==> config.mk <==
export PLATFORM = sky130hd
export DESIGN_NAME = team_06_wb_decoder
export DESIGN_NICKNAME = d
export VERILOG_FILES = /design/src/rtl/team_06_wb_pkg.sv /design/src/rtl/team_06_wb_addr_match.sv /design/src/rtl/team_06_wb_decoder.sv
export SDC_FILE = /design/constraint.sdc
export NUM_CORES = 1
export LEC_CHECK = 0
export BUFFER_PORTS_ARGS = -buffer_cell sky130_fd_sc_hd__buf_2
export CAP_MARGIN = 20
export CORE_UTILIZATION = 44
export CTS_BUF_LIST = sky130_fd_sc_hd__clkbuf_16
export DETAILED_ROUTE_END_ITERATION = 8
export GPL_ROUTABILITY_DRIVEN = 0
export PLACE_DENSITY = 0.78
export RECOVER_POWER = 25
export SKIP_LAST_GASP = 1
export SLEW_MARGIN = 20
export SYNTH_ARGS = -nofsm -noshare
export SYNTH_HDL_FRONTEND = slang
export SYNTH_HIERARCHICAL = 1
export SYNTH_SLANG_ARGS = --single-unit
==> constraint.sdc <==
create_clock -name wb_clk_i -period 3 [get_ports wb_clk_i]
set_input_delay 0.3 -clock wb_clk_i [delete_from_list [all_inputs] [get_ports wb_clk_i]]
set_output_delay 0.3 -clock wb_clk_i [all_outputs]
set_load 0.01 [all_outputs]
==> src/rtl/team_06_wb_pkg.sv <==
// -----------------------------------------------------------------------------
// team_06_wb_pkg
// Shared types and constants for the Wishbone address decoder.
//   WB_ADDR_W / WB_DATA_W  bus widths
//   WB_SEL_W               byte-select width
//   DEC_ERR_DATA           read data returned alongside a bus error
//   WAIT_CNT_W             width of the slave-wait counter
//   dec_state_e            decoder FSM state encoding
//   idx_width()            channel index width for a given channel count
// -----------------------------------------------------------------------------
package team_06_wb_pkg;

    localparam int WB_ADDR_W  = 32;
    localparam int WB_DATA_W  = 32;
    localparam int WB_SEL_W   = WB_DATA_W / 8;
    localparam int WAIT_CNT_W = 8;

    localparam logic [WB_DATA_W-1:0] DEC_ERR_DATA = 32'hDEAD_BEEF;

    typedef enum logic [1:0] {
        ST_IDLE = 2'd0,
        ST_BUSY = 2'd1,
        ST_ERR  = 2'd2
    } dec_state_e;

    // A single channel still needs a 1-bit index so the select register exists.
    function automatic int idx_width(input int n);
        return (n > 1) ? $clog2(n) : 1;
    endfunction

endpackage

==> src/rtl/team_06_wb_addr_match.sv <==
// -----------------------------------------------------------------------------
// team_06_wb_addr_match
// Purely combinational address decode. A channel matches when the masked
// address equals its base; if several match, the lowest index wins.
// Ports:
//   adr    in   WB_ADDR_W              address to decode
//   bases  in   NUM_SLAVES*WB_ADDR_W   packed base addresses, channel 0 in LSBs
//   masks  in   NUM_SLAVES*WB_ADDR_W   packed compare masks, channel 0 in LSBs
//   hit    out  1                      at least one channel matched
//   idx    out  IDX_W                  index of the winning channel (0 if no hit)
// -----------------------------------------------------------------------------
module team_06_wb_addr_match
    import team_06_wb_pkg::*;
#(
    parameter int NUM_SLAVES = 4,
    parameter int IDX_W      = idx_width(NUM_SLAVES)
) (
    input  logic [WB_ADDR_W-1:0]            adr,
    input  logic [NUM_SLAVES*WB_ADDR_W-1:0] bases,
    input  logic [NUM_SLAVES*WB_ADDR_W-1:0] masks,
    output logic                            hit,
    output logic [IDX_W-1:0]                idx
);

    // Walk from the highest channel down so the lowest matching index is
    // the last one written and therefore takes priority.
    always_comb begin
        hit = 1'b0;
        idx = '0;
        for (int i = NUM_SLAVES - 1; i >= 0; i--) begin
            if ((adr & masks[i*WB_ADDR_W +: WB_ADDR_W]) ==
                bases[i*WB_ADDR_W +: WB_ADDR_W]) begin
                hit = 1'b1;
                idx = IDX_W'(i);
            end
        end
    end

endmodule

==> src/rtl/team_06_wb_decoder.sv <==
// -----------------------------------------------------------------------------
// team_06_wb_decoder
// Single-master to NUM_SLAVES Wishbone address decoder with a slave-wait
// timeout and a sticky error log.
//
// state | meaning
// ------+----------------------------------------------------------------
// IDLE  | no transfer in flight; a master request is decoded here
// BUSY  | request forwarded to one channel, waiting for its ack
// ERR   | one-cycle bus error to the master (no decode hit or timeout)
//
// Ports:
//   wb_clk_i     in   1                    clock, rising edge
//   wb_rst_i     in   1                    asynchronous active-high reset
//   m_cyc_i      in   1                    master cycle
//   m_stb_i      in   1                    master strobe
//   m_we_i       in   1                    master write enable
//   m_adr_i      in   32                   master address
//   m_dat_i      in   32                   master write data
//   m_sel_i      in   4                    master byte selects
//   m_ack_o      out  1                    acknowledge to master
//   m_err_o      out  1                    bus error to master
//   m_dat_o      out  32                   read data to master
//   s_cyc_o      out  NUM_SLAVES           per-channel cycle (one-hot or zero)
//   s_stb_o      out  NUM_SLAVES           per-channel strobe (one-hot or zero)
//   s_we_o       out  1                    registered write enable
//   s_adr_o      out  32                   registered address
//   s_dat_o      out  32                   registered write data
//   s_sel_o      out  4                    registered byte selects
//   s_ack_i      in   NUM_SLAVES           per-channel acknowledge
//   s_dat_i      in   NUM_SLAVES*32        per-channel read data, channel 0 in LSBs
//   err_addr_o   out  32                   address of most recent failed access
//   err_valid_o  out  1                    sticky error flag, cleared by reset
// -----------------------------------------------------------------------------
module team_06_wb_decoder
    import team_06_wb_pkg::*;
#(
    parameter int                            NUM_SLAVES     = 4,
    parameter logic [NUM_SLAVES*WB_ADDR_W-1:0] SLAVE_BASE   = {32'h3300_0000, 32'h3200_0000,
                                                               32'h3100_0000, 32'h3000_0000},
    parameter logic [NUM_SLAVES*WB_ADDR_W-1:0] SLAVE_MASK   = {4{32'hFF00_0000}},
    parameter int                            TIMEOUT_CYCLES = 255
) (
    input  logic                            wb_clk_i,
    input  logic                            wb_rst_i,

    input  logic                            m_cyc_i,
    input  logic                            m_stb_i,
    input  logic                            m_we_i,
    input  logic [WB_ADDR_W-1:0]            m_adr_i,
    input  logic [WB_DATA_W-1:0]            m_dat_i,
    input  logic [WB_SEL_W-1:0]             m_sel_i,
    output logic                            m_ack_o,
    output logic                            m_err_o,
    output logic [WB_DATA_W-1:0]            m_dat_o,

    output logic [NUM_SLAVES-1:0]           s_cyc_o,
    output logic [NUM_SLAVES-1:0]           s_stb_o,
    output logic                            s_we_o,
    output logic [WB_ADDR_W-1:0]            s_adr_o,
    output logic [WB_DATA_W-1:0]            s_dat_o,
    output logic [WB_SEL_W-1:0]             s_sel_o,
    input  logic [NUM_SLAVES-1:0]           s_ack_i,
    input  logic [NUM_SLAVES*WB_DATA_W-1:0] s_dat_i,

    output logic [WB_ADDR_W-1:0]            err_addr_o,
    output logic                            err_valid_o
);

    localparam int                    IDX_W      = idx_width(NUM_SLAVES);
    localparam bit                    TIMEOUT_EN = (TIMEOUT_CYCLES != 0);
    // The counter starts at 0 in the first BUSY cycle, so the last allowed
    // wait cycle is the one where it holds TIMEOUT_CYCLES-1.
    localparam logic [WAIT_CNT_W-1:0] WAIT_LAST  = WAIT_CNT_W'(TIMEOUT_CYCLES - 1);

    dec_state_e              state;
    dec_state_e              state_nxt;

    logic [IDX_W-1:0]        sel_idx;
    logic [WAIT_CNT_W-1:0]   wait_cnt;

    logic                    req;
    logic                    hit;
    logic [IDX_W-1:0]        hit_idx;
    logic                    sel_ack;
    logic [WB_DATA_W-1:0]    sel_dat;
    logic                    timeout;

    assign req = m_cyc_i & m_stb_i;

    team_06_wb_addr_match #(
        .NUM_SLAVES (NUM_SLAVES),
        .IDX_W      (IDX_W)
    ) u_addr_match (
        .adr   (m_adr_i),
        .bases (SLAVE_BASE),
        .masks (SLAVE_MASK),
        .hit   (hit),
        .idx   (hit_idx)
    );

    // Only the registered channel is looked at; every other ack is ignored.
    // A compare loop avoids indexing past NUM_SLAVES when it is not a power of 2.
    always_comb begin
        sel_ack = 1'b0;
        sel_dat = '0;
        for (int i = 0; i < NUM_SLAVES; i++) begin
            if (sel_idx == IDX_W'(i)) begin
                sel_ack = s_ack_i[i];
                sel_dat = s_dat_i[i*WB_DATA_W +: WB_DATA_W];
            end
        end
    end

    assign timeout = TIMEOUT_EN && (wait_cnt == WAIT_LAST);

    // ---------------------------------------------------------------- state
    always_ff @(posedge wb_clk_i or posedge wb_rst_i) begin
        if (wb_rst_i) begin
            state <= ST_IDLE;
        end else begin
            state <= state_nxt;
        end
    end

    // ----------------------------------------------------------- next state
    // In BUSY an abort beats everything, then an ack beats the timeout.
    always_comb begin
        state_nxt = state;
        case (state)
            ST_IDLE: begin
                if (req) begin
                    state_nxt = hit ? ST_BUSY : ST_ERR;
                end
            end
            ST_BUSY: begin
                if (!m_cyc_i) begin
                    state_nxt = ST_IDLE;
                end else if (sel_ack) begin
                    state_nxt = ST_IDLE;
                end else if (timeout) begin
                    state_nxt = ST_ERR;
                end
            end
            ST_ERR: begin
                state_nxt = ST_IDLE;
            end
            default: begin
                state_nxt = ST_IDLE;
            end
        endcase
    end

    // -------------------------------------------------------------- outputs
    // Strobes follow the registered state, so they rise one cycle after the
    // request and fall one cycle after ack/abort/timeout, and reset clears
    // them immediately.
    always_comb begin
        m_ack_o = 1'b0;
        m_err_o = 1'b0;
        m_dat_o = '0;
        s_cyc_o = '0;
        s_stb_o = '0;
        case (state)
            ST_BUSY: begin
                for (int i = 0; i < NUM_SLAVES; i++) begin
                    s_cyc_o[i] = (sel_idx == IDX_W'(i));
                    s_stb_o[i] = (sel_idx == IDX_W'(i));
                end
                if (m_cyc_i && sel_ack) begin
                    m_ack_o = 1'b1;
                    m_dat_o = sel_dat;
                end
            end
            ST_ERR: begin
                m_err_o = 1'b1;
                m_dat_o = DEC_ERR_DATA;
            end
            default: begin
            end
        endcase
    end

    // ------------------------------------------------------------- datapath
    // The request is captured on every IDLE request, including misses, so
    // s_adr_o always holds the address that ERR logs into err_addr_o.
    always_ff @(posedge wb_clk_i or posedge wb_rst_i) begin
        if (wb_rst_i) begin
            sel_idx     <= '0;
            wait_cnt    <= '0;
            s_we_o      <= 1'b0;
            s_adr_o     <= '0;
            s_dat_o     <= '0;
            s_sel_o     <= '0;
            err_addr_o  <= '0;
            err_valid_o <= 1'b0;
        end else begin
            case (state)
                ST_IDLE: begin
                    wait_cnt <= '0;
                    if (req) begin
                        s_we_o  <= m_we_i;
                        s_adr_o <= m_adr_i;
                        s_dat_o <= m_dat_i;
                        s_sel_o <= m_sel_i;
                        if (hit) begin
                            sel_idx <= hit_idx;
                        end
                    end
                end
                ST_BUSY: begin
                    wait_cnt <= wait_cnt + WAIT_CNT_W'(1);
                end
                ST_ERR: begin
                    err_addr_o  <= s_adr_o;
                    err_valid_o <= 1'b1;
                end
                default: begin
                end
            endcase
        end
    end

endmodule

==> out/results.txt <==
CP cell instances = inv_1, ha_1, nand3_1, o22ai_4, buf_4, a21oi_1, nor2b_1, buf_2
ys async rst share = 100.0%
setup TNS = 0 ns
critical path class = flop to output pin
Clock power frac = 25.9%
sequential-to-total area share from yosys stat = 35.32%
final cell count without fillers = 1,852
Final Instance Area = 0.01253 mm²
Yosys warning count = 6
Total GRT Usage = 28.78%
Final HPWL DP = 21,310 µm
Post-DP Area = 0.01192 mm²
antenna-violating nets left = 0
failing checks = capacitance limit, slew limit
Total Power = 8.170 mW
postcts setup bufs = 0
# setup viols final = 0
r2r endpoint = err_addr_o[6]
Cell Area, Synth = 0.008076 mm²
clock skew = 0.008628 ns
top cells by count, synth = dfrtp_1, mux2_2, a21oi_1, and3_1, nand3_1
Max FO, Critical Path = 17
largest net degree at the start of global routing = 115
max cap viols = 1
synth top area cells = dfrtp_1, mux2_2, mux4_2
drt initial violations = 449
EDFF count, synth = 0
Die ar. = 0.01890 mm²
CTS tree = done
clock-pin slew on the worst setup and hold paths = 0.06 ns
max-slew violations = 115
CP peak stage delay = 0.45 ns
Inserted Clock Buffers = 17
Initial Utilization = 44.96%
family with the most delay on the worst path = compound AO/OA/AOI/OAI gates
dpl cells = 1,816
Core Util, Final = 69.74%
first-pass GRT wire length = 40,400 µm
Comb pwr share = 41.2%
Vias = 8,371
Routed WL per cell = 14.50 µm
Max-slew headroom = -3.044%
cell count along the critical path = 8
Primary FF master, synth = dfrtp_1
vias in the first global route = 8,000
Root Buffer = clkbuf_16
number of I/O pins = 349
unrepaired setup endpoints after global routing = no
Yosys top cell area share = 35.32%
Yosys reg bits = 114
leakage = 6.873 nW
Sw Pwr = 2.977 mW
share of cells above drive strength 1 = 33.60%
Worst R2R Start = state[0]
# hold bufs at CTS = 0
Sequential Power Share = 32.9%
core area = 0.01796 mm²
CP bufs+invs = 3
chip height = 137.5 µm
Post-CTS Resized = 0
1st-pass router iterations = 4
Netlist cell types = 45
R2R cell count = 4
Die X = 137.5 µm
Post-Syn Instances = 755
PD cells = 652.1 mW/mm²
via-per-instance ratio = 4.520
nets@finish = 1,816
IO buf count = 348
period utilisation layout = 91.43%
Mean Syn Cell Area = 10.70 µm²
cell accounting for the most synthesized area = dfrtp_1
layout overhead on the synthesized area = 55.12%
startpoint types = flop
initial antenna violation count = 1
Max clock buf depth = 2
Slowest-stage cell, CP = o22ai_4
Sw Share = 36.44%
Final Hold Viols = 0
Overflow after GRT = 0
worst slack, placed = 0.4573 ns
Final Worst Setup Slack = 0.2570 ns
P_int = 5.192 mW
count leader, synth = dfrtp_1
Tmin final = 2.743 ns
outcome = complete, but fails checks
Max VDD drop = 538.2 µV
WL final = 26,850 µm
hold path depth = 2
R2R Setup Slk = 1.01 ns
Required @ worst endpoint = 2.70 ns
Setup crit start = state[1]
row count = 49
Worst EP arrival = 2.44 ns
hold slack final = 0.1078 ns
CP endpoint = m_dat_o[25]
# clock sinks = 114
Hold/Removal Path Class = input port to flop
crit end category = output pin
CTS H-tree lvls = 4
FMAX = 364.6 MHz
worst-margin pin slew = 1.546 ns
clk_lat worst skew = 0.41 ns
DRC violations left = 0
[sequential cells by signal (all words and copies together), names as in the netlist]
signal,count
err_addr_o,32
err_valid_o,1
s_adr_o,32
s_dat_o,32
s_sel_o,4
s_we_o,1
sel_idx,2
state,2
wait_cnt,8
[final cells by class]
type                       instances  area (µm²)
clock inverter                    15       185.2
tap                              229       286.5
antenna                            4       10.01
timing repair buffer             359        1848
sequential                       114        2855
fill                            1509        5435
multi-input combinational       1109        6895
clock buffer                      17       425.4
inverter                           5       22.52
[cells in the final DEF (no fill, tap or decap), types with 2 or more instances in the layout]
cell type	synthesis	final
mux4_2	32	32
inv_8	0	6
clkbuf_16	0	17
dfrtp_1	114	112
nand4_1	18	18
nor4_1	2	2
bufinv_16	0	2
mux2_1	2	2
diode_2	0	4
nand2_1	14	14
buf_2	17	347
inv_6	0	5
xor2_1	4	4
nor2b_1	25	25
nand3_1	36	36
and3_2	3	3
a211oi_2	3	3
and3_1	72	71
nor2_1	5	5
ha_1	5	4
a21o_2	4	4
a211oi_1	29	29
and3b_1	32	32
conb_1	2	512
dfrtp_2	0	2
a21boi_0	32	32
buf_4	7	8
inv_1	5	4
o22a_1	32	32
a21o_1	29	29
xnor2_1	2	2
buf_12	0	2
a21oi_1	92	92
mux2_2	101	101
o21ai_0	8	8
mux2i_1	2	2
[cell families (layout without fill, tap and decap cells)]
logic type	count (synthesis)	in the layout	share of synthesized area (%)
simple gates	217	217	17.12
buf+inv	42	396	3.098
compound gates	232	232	19.41
fa+ha+maj	5	5	0.7746
other cells	2	516	0.09299
mux	137	137	23.53
xor+xnor	6	6	0.6507
flops	114	114	35.32
[power by group through the flow]
stage / clock [mW] / sequential [mW] / combinational (mW)
2_1_floorplan: 0 / 2.97 / 1.60
3_3_place_gp: 0 / 2.65 / 3.29
3_5_place_dp: 0 / 2.69 / 3.34
4_1_cts: 2.16 / 2.69 / 3.35
5_1_grt: 2.23 / 2.78 / 3.70
6_report: 2.12 / 2.68 / 3.37
[metal layers]
layer | track usage, % | vias up | share of wire, % | routed length (µm)
met5 | 0 | - | 0.041 | 11
met4 | 8.059 | 2 | 1.7 | 448
met3 | 7.358 | 30 | 8.2 | 2190
met2 | 49.80 | 329 | 50 | 13390
met1 | 35.19 | 3850 | 40 | 10800
li1 | - | 4160 | - | -
[worst register-to-register path: stages, from the launching register on]
cell	delay, ns
dfrtp_1	0.40
inv_1	0.09
ha_2	0.73
buf_12	0.28
mux2_2	0.38
[how the worst min path moves through the flow]
stage	from	end
after floorplan	m_adr_i[22]	s_adr_o[22]
after global placement	err_valid_o	err_valid_o
after detailed placement	err_valid_o	err_valid_o
after CTS	wb_rst_i	s_dat_o[14]
after global routing	m_dat_i[14]	s_dat_o[14]
final	m_dat_i[14]	s_dat_o[14]
(Power assumes the default switching activity.)
